$ cat src/rtl/rb_port_arbiter_if.sv
// Two-requester register-bank port bundle: requester side plus the 32x8 bank port.
// Latency: none (wires only).
// Backpressure: requesters wait on gnt0/gnt1; the bank itself never stalls.
interface rb_port_arbiter_if;
   logic       req0;
   logic       lock0;
   logic       rw0;
   logic [4:0] addr0;
   logic [7:0] wd0;
   logic       gnt0;
   logic       rv0;

   logic       req1;
   logic       lock1;
   logic       rw1;
   logic [4:0] addr1;
   logic [7:0] wd1;
   logic       gnt1;
   logic       rv1;

   logic [7:0] rdata;
   logic       RB_RW;
   logic [4:0] RB_A;
   logic [7:0] RB_D;
   logic [7:0] RB_Q;

   // Arbiter side
   modport slave (
      input  req0, lock0, rw0, addr0, wd0,
      input  req1, lock1, rw1, addr1, wd1,
      input  RB_Q,
      output gnt0, rv0, gnt1, rv1,
      output rdata, RB_RW, RB_A, RB_D
   );

   // Requesters and bank side
   modport master (
      output req0, lock0, rw0, addr0, wd0,
      output req1, lock1, rw1, addr1, wd1,
      output RB_Q,
      input  gnt0, rv0, gnt1, rv1,
      input  rdata, RB_RW, RB_A, RB_D
   );
endinterface

$ cat src/rtl/rb_port_arbiter.sv
// Round-robin owner of the single 32x8 register-bank port, with lock for atomic bursts.
// Latency: gnt 1 cycle after req from idle, no bubble on handover; rv 1 cycle after a read.
// Backpressure: a requester waits with req held until gnt; RB_ARB_BURST_LIMIT_EN caps locked tenures at MAX_BURST when contended.
module rb_port_arbiter #(
   parameter int MAX_BURST = 8
) (
   input logic             clk,
   input logic             rst,
   rb_port_arbiter_if.slave bus
);

   typedef enum logic [1:0] {
      IDLE = 2'd0,
      OWN0 = 2'd1,
      OWN1 = 2'd2
   } state_t;

   state_t state;
   logic   gnt0;
   logic   gnt1;
   logic   rv0;
   logic   rv1;
   logic   ptr;      // 0: requester 0 wins the next tie

   logic   acc0;
   logic   acc1;
   logic   limit0;
   logic   limit1;
   logic   rel0;
   logic   rel1;
   logic   arb;

   // An access happens only when the owner is actually requesting.
   assign acc0 = gnt0 & bus.req0;
   assign acc1 = gnt1 & bus.req1;

`ifdef RB_ARB_BURST_LIMIT_EN
   logic [4:0] burst_cnt;   // accesses already done in this tenure
   logic       at_limit;

   assign at_limit = ({1'b0, burst_cnt} + 6'd1) >= 6'(MAX_BURST);
   assign limit0   = at_limit & bus.req1;
   assign limit1   = at_limit & bus.req0;

   // Count accesses per tenure; restart on every grant decision, saturate at the cap.
   always_ff @(posedge clk or negedge rst) begin
      if (!rst)
         burst_cnt <= 5'd0;
      else if (arb)
         burst_cnt <= 5'd0;
      else if ((acc0 | acc1) && (burst_cnt < 5'(MAX_BURST)))
         burst_cnt <= burst_cnt + 5'd1;
   end
`else
   localparam int unused_max_burst = MAX_BURST;
   assign limit0 = 1'b0;
   assign limit1 = 1'b0;
`endif

   // Owner lets go when it stops requesting or finishes an unlocked (or capped) access.
   assign rel0 = gnt0 & (~bus.req0 | ~bus.lock0 | limit0);
   assign rel1 = gnt1 & (~bus.req1 | ~bus.lock1 | limit1);
   assign arb  = (state == IDLE) | rel0 | rel1;

   // Owner FSM: registered grants, read-valid pulses and round-robin pointer.
   always_ff @(posedge clk or negedge rst) begin
      if (!rst) begin
         state <= IDLE;
         gnt0  <= 1'b0;
         gnt1  <= 1'b0;
         rv0   <= 1'b0;
         rv1   <= 1'b0;
         ptr   <= 1'b0;
      end else begin
         rv0 <= acc0 & bus.rw0;
         rv1 <= acc1 & bus.rw1;
         if (arb) begin
            if (bus.req0 && (!bus.req1 || !ptr)) begin
               state <= OWN0;
               gnt0  <= 1'b1;
               gnt1  <= 1'b0;
               ptr   <= 1'b1;
            end else if (bus.req1) begin
               state <= OWN1;
               gnt0  <= 1'b0;
               gnt1  <= 1'b1;
               ptr   <= 1'b0;
            end else begin
               state <= IDLE;
               gnt0  <= 1'b0;
               gnt1  <= 1'b0;
            end
         end
      end
   end

   // Bank port follows the current owner's request; idle read of address 0 otherwise.
   always_comb begin
      bus.RB_RW = 1'b1;
      bus.RB_A  = 5'd0;
      bus.RB_D  = 8'd0;
      if (acc0) begin
         bus.RB_RW = bus.rw0;
         bus.RB_A  = bus.addr0;
         bus.RB_D  = bus.wd0;
      end else if (acc1) begin
         bus.RB_RW = bus.rw1;
         bus.RB_A  = bus.addr1;
         bus.RB_D  = bus.wd1;
      end
   end

   assign bus.gnt0  = gnt0;
   assign bus.gnt1  = gnt1;
   assign bus.rv0   = rv0;
   assign bus.rv1   = rv1;
   assign bus.rdata = bus.RB_Q;

endmodule

$ cat src/flat_wrapper.sv
// flat-port wrapper written by rule: the top's interface ports become plain ports
module rb_port_arbiter_flat 
#(
   parameter int MAX_BURST = 8
)
  (clk, rst, bus_req0, bus_lock0, bus_rw0, bus_addr0, bus_wd0, bus_req1, bus_lock1, bus_rw1, bus_addr1, bus_wd1, bus_RB_Q, bus_gnt0, bus_rv0, bus_gnt1, bus_rv1, bus_rdata, bus_RB_RW, bus_RB_A, bus_RB_D);
  rb_port_arbiter_if bus_i ();
  input logic clk;
  input logic rst;
  input wire logic [$bits(bus_i.req0)-1:0] bus_req0;
  input wire logic [$bits(bus_i.lock0)-1:0] bus_lock0;
  input wire logic [$bits(bus_i.rw0)-1:0] bus_rw0;
  input wire logic [$bits(bus_i.addr0)-1:0] bus_addr0;
  input wire logic [$bits(bus_i.wd0)-1:0] bus_wd0;
  input wire logic [$bits(bus_i.req1)-1:0] bus_req1;
  input wire logic [$bits(bus_i.lock1)-1:0] bus_lock1;
  input wire logic [$bits(bus_i.rw1)-1:0] bus_rw1;
  input wire logic [$bits(bus_i.addr1)-1:0] bus_addr1;
  input wire logic [$bits(bus_i.wd1)-1:0] bus_wd1;
  input wire logic [$bits(bus_i.RB_Q)-1:0] bus_RB_Q;
  output wire logic [$bits(bus_i.gnt0)-1:0] bus_gnt0;
  output wire logic [$bits(bus_i.rv0)-1:0] bus_rv0;
  output wire logic [$bits(bus_i.gnt1)-1:0] bus_gnt1;
  output wire logic [$bits(bus_i.rv1)-1:0] bus_rv1;
  output wire logic [$bits(bus_i.rdata)-1:0] bus_rdata;
  output wire logic [$bits(bus_i.RB_RW)-1:0] bus_RB_RW;
  output wire logic [$bits(bus_i.RB_A)-1:0] bus_RB_A;
  output wire logic [$bits(bus_i.RB_D)-1:0] bus_RB_D;
  assign bus_i.req0 = bus_req0;
  assign bus_i.lock0 = bus_lock0;
  assign bus_i.rw0 = bus_rw0;
  assign bus_i.addr0 = bus_addr0;
  assign bus_i.wd0 = bus_wd0;
  assign bus_i.req1 = bus_req1;
  assign bus_i.lock1 = bus_lock1;
  assign bus_i.rw1 = bus_rw1;
  assign bus_i.addr1 = bus_addr1;
  assign bus_i.wd1 = bus_wd1;
  assign bus_i.RB_Q = bus_RB_Q;
  assign bus_gnt0 = bus_i.gnt0;
  assign bus_rv0 = bus_i.rv0;
  assign bus_gnt1 = bus_i.gnt1;
  assign bus_rv1 = bus_i.rv1;
  assign bus_rdata = bus_i.rdata;
  assign bus_RB_RW = bus_i.RB_RW;
  assign bus_RB_A = bus_i.RB_A;
  assign bus_RB_D = bus_i.RB_D;
  rb_port_arbiter #(.MAX_BURST(MAX_BURST)) u_core (.clk(clk), .rst(rst), .bus(bus_i));
endmodule
$ cat config.mk
export PLATFORM = sky130hd
export DESIGN_NAME = rb_port_arbiter_flat
export DESIGN_NICKNAME = d
export VERILOG_FILES = /design/src/rtl/rb_port_arbiter_if.sv /design/src/rtl/rb_port_arbiter.sv /design/src/flat_wrapper.sv
export SDC_FILE = /design/constraint.sdc
export NUM_CORES = 1
export LEC_CHECK = 0
export ABC_AREA = 1
export CAP_MARGIN = 20
export CORE_MARGIN = 2
export CORE_UTILIZATION = 25
export DETAILED_ROUTE_END_ITERATION = 8
export GPL_ROUTABILITY_DRIVEN = 1
export PLACE_DENSITY = 0.86
export SLEW_MARGIN = 10
export SYNTH_ARGS = -nofsm -noshare
export SYNTH_HDL_FRONTEND = slang
export SYNTH_SLANG_ARGS = --single-unit
$ cat constraint.sdc
create_clock -name clk -period 2.09 [get_ports clk]
set_input_delay 0.418 -clock clk [delete_from_list [all_inputs] [get_ports clk]]
set_output_delay 0.418 -clock clk [all_outputs]
set_load 0.01 [all_outputs]
==> impl_metrics.toml <==
[yosys]
synth_area_leaders = "dfrtp_1 (21%), o21ai_2 (15%), nand3_1 (13%)"
synthCells = 83
synth_top_cell_by_area = "dfrtp_1"
avgSynthCellArea_um2 = 7.115
synthArstFlopShare_pct = 100.0
synth-compound-area-share_pct = 21.19
yosys-top-cells-count = "inv_1 (15), nand3_1 (15), o21ai_2 (10)"
synth-xor-area-share_pct = 0
yosys_register_bits = 5
synthAdderAreaFrac_pct = 0
synthesis.area_um2 = 590.6
yosysTopAreaCellShare_pct = 21.19
muxShareOfSynthArea_pct = 0
synth_top_family_by_area = "simple AND/OR/NAND/NOR gates"
synthSimpleGateAreaFrac_pct = 29.87
synth_warnings = 0
synth_edf_count = 0
yosysUniqueCellTypes = 18
synth_nets = 125
synth_ff_type = "dfrtp_1"
seq_area_frac_synth_pct = 21.19

[clock_network]
cts-htree-levels = 1
cts_max_path_buffers = 2
cts_num_sinks = 5
clk_pin_slew_ns = 0.05
cts_made_buffers = 3
postCtsHoldBufs = 0
root_buffer = "clkbuf_4"
insertion_delay_ns = 0.25
cts_tree = "done"

[critical_path]
ff2ff_setup_slack_ns = 0.96
crit_slowest_cell = "dlygate4sd2_1"
cp_max_fo = 5
rr_endpoint = "u_core.state[0]"
cpPeakStageDelay_ns = 0.35
crit_path_cell_trace = "dlygate4sd2_1, buf_4, nand2_1, o21ai_0, o21ai_0, dlygate4sd2_1"
rr_startpoint = "u_core.bus.gnt1"
cp.required_ns = 1.67
criticalPathCategory = "primary input to output pin"
worstRegToRegCells = 6
crit_arrival_ns = 1.60
start_kind = "primary input"
end_kind = "output pin"

[timing]
setup_violations = 0
rsz0062_at_grt = "false"
fmax_mhz = 495.8
fin_worst_skew_ns = 0.006343
slew_headroom_pct = 82.60
worst_pin_slew_ns = 0.2609
maxSlewViolCount = 0
period_needed_ns = 2.017
period_share_pct = 96.50
finalHoldViolCount = 0

[cells_and_area]
design_area_um2 = 1159
area_delta_synth_final_pct = 96.19
nNetsFinal = 177
utilization_pct = 51.88
drive_gt1_share_pct = 22.39
num_antenna_cells = 0

[placement]
gp_congestion = 0.8473
postPlaceCellArea_um2 = 1077
hpwl_mm = 1.660
io_buffers = 51

[grt]
grt_pass1_wl_mm = 3.339
grt_pass1_vias = 717
grt_use_total_pct = 16.91
grt_max_degree = 17
antenna_found_initial = 0
grt-ovfl-total = 0

[run_status]
status = "complete, no violations"

[pwr]
vdd_drop_max_mv = 0.4178
power_leakage_nw = 0.6717
powerDensity_nw_per_um2 = 630.5

[job]
cap_violations = 0

[floorplanning]
dieArea_um2 = 2767
die_h_um = 52.61
die_w_um = 52.61
coreArea_um2 = 2233
rows = 17
io_pins = 68
initial_core_util_pct = 26.44

[detailed_routing]
avgRoutedWirePerCell_um = 13.54
remaining_drc_errors = 0
ant_nets = 0
num_vias = 733
drt-total-wl_mm = 2.193
first_iter_violations = 16
firstDrtPassIters = 2
avgViaCountPerCell = 4.525

[worst_hold_path]
hold_path_class = "primary input to asynchronous set/reset pin"
[worst max-delay path: cells and delay by family]
kind                   cells  cell delay [ns]
buffers and inverters      3             0.84
AOI/OAI and AO/OA          2             0.28
and+or+nand+nor            1             0.07
[metrics by stage]
| stage | worst slack (ns) | std cells | hold slack (ns) | power, mW | TNS [ns] |
|---|---|---|---|---|---|
| floorplan | 0.6731 | 83 | 0.1224 | 0.3888 | 0 |
| global placement | -0.2380 | 155 | 0.4553 | 0.5995 | -3.048 |
| detailed placement | -0.2941 | 155 | 0.4764 | 0.6147 | -3.450 |
| CTS | 0.0004423 | 162 | 0.3891 | 0.7409 | 0 |
| global route | 0.02856 | 162 | 0.3939 | 0.7924 | 0 |
| finish | 0.07313 | 162 | 0.3891 | 0.7305 | 0 |
[placed cells by master (no fill, tap or decap)]
master / count
o21ai_1: 2
inv_2: 1
nor2_1: 2
inv_1: 15
clkbuf_4: 3
o21ai_2: 10
dfrtp_2: 1
nand2_4: 1
a21boi_0: 1
nand3_1: 15
buf_6: 2
dfrtp_1: 4
or2_4: 1
clkdlybuf4s50_1: 35
o21ai_0: 4
dlygate4sd2_1: 7
nand2_2: 3
nand2_1: 8
buf_4: 6
nand3_4: 2
nand3b_1: 1
clkbuf_1: 1
dlymetal6s2s_1: 9
[metal layers]
layer | GRT usage [%] | part of all wire [%] | wire [µm]
met5 | 0 | 0 | 0
met2 | 29.58 | 54 | 1180
met4 | 8.547 | 1.9 | 42
met1 | 18.12 | 37 | 811
met3 | 5.143 | 7.2 | 158
[area by class of cell]
type | count | area (µm²)
fill | 215 | 1075
timing repair buffer | 59 | 591.8
multi-input combinational | 50 | 319.1
sequential | 5 | 126.4
inverter | 16 | 60.06
tap | 28 | 35.03
clock buffer | 4 | 26.28
[logic make-up (layout without fill, tap and decap cells)]
logic type | count (synthesis) | count (layout)
simple gates | 32 | 33
compound gates | 17 | 17
flops | 5 | 5
buf+inv | 29 | 79
[sequential cells by signal, indices dropped and copies added, names as in the netlist]
signal,count
u_core.bus.rv1,1
u_core.bus.rv0,1
u_core.bus.gnt1,1
u_core.state,1
u_core.ptr,1
[where the power goes]
| group | internal [mW] | switching (mW) |
|---|---|---|
| clock network | 0.0725 | 0.0446 |
| registers | 0.123 | 0.0281 |
| logic | 0.241 | 0.221 |
| total | 0.437 | 0.294 |
[what timing repair did]
action,4_1_cts,5_1_grt
endpoints found under the setup margin,14,9
buffers inserted,1,0
cloned,2,0
pin swaps,1,0
gates resized for setup,10,13
[worst max-delay path by stage]
stage                       end  depth (start not counted)  slack, ns       startpoint
finish                bus_RB_RW                          6       0.07         bus_req1
global route          bus_RB_RW                          6       0.03         bus_req1
CTS                 bus_RB_D[6]                          5     0.0004         bus_req0
detailed placement    bus_RB_RW                          6      -0.29         bus_req1
global placement    bus_RB_A[4]                          4      -0.24         bus_req1
floorplan           bus_RB_A[1]                          5       0.67  u_core.state[0]
Power figures use the tool's default switching activity.
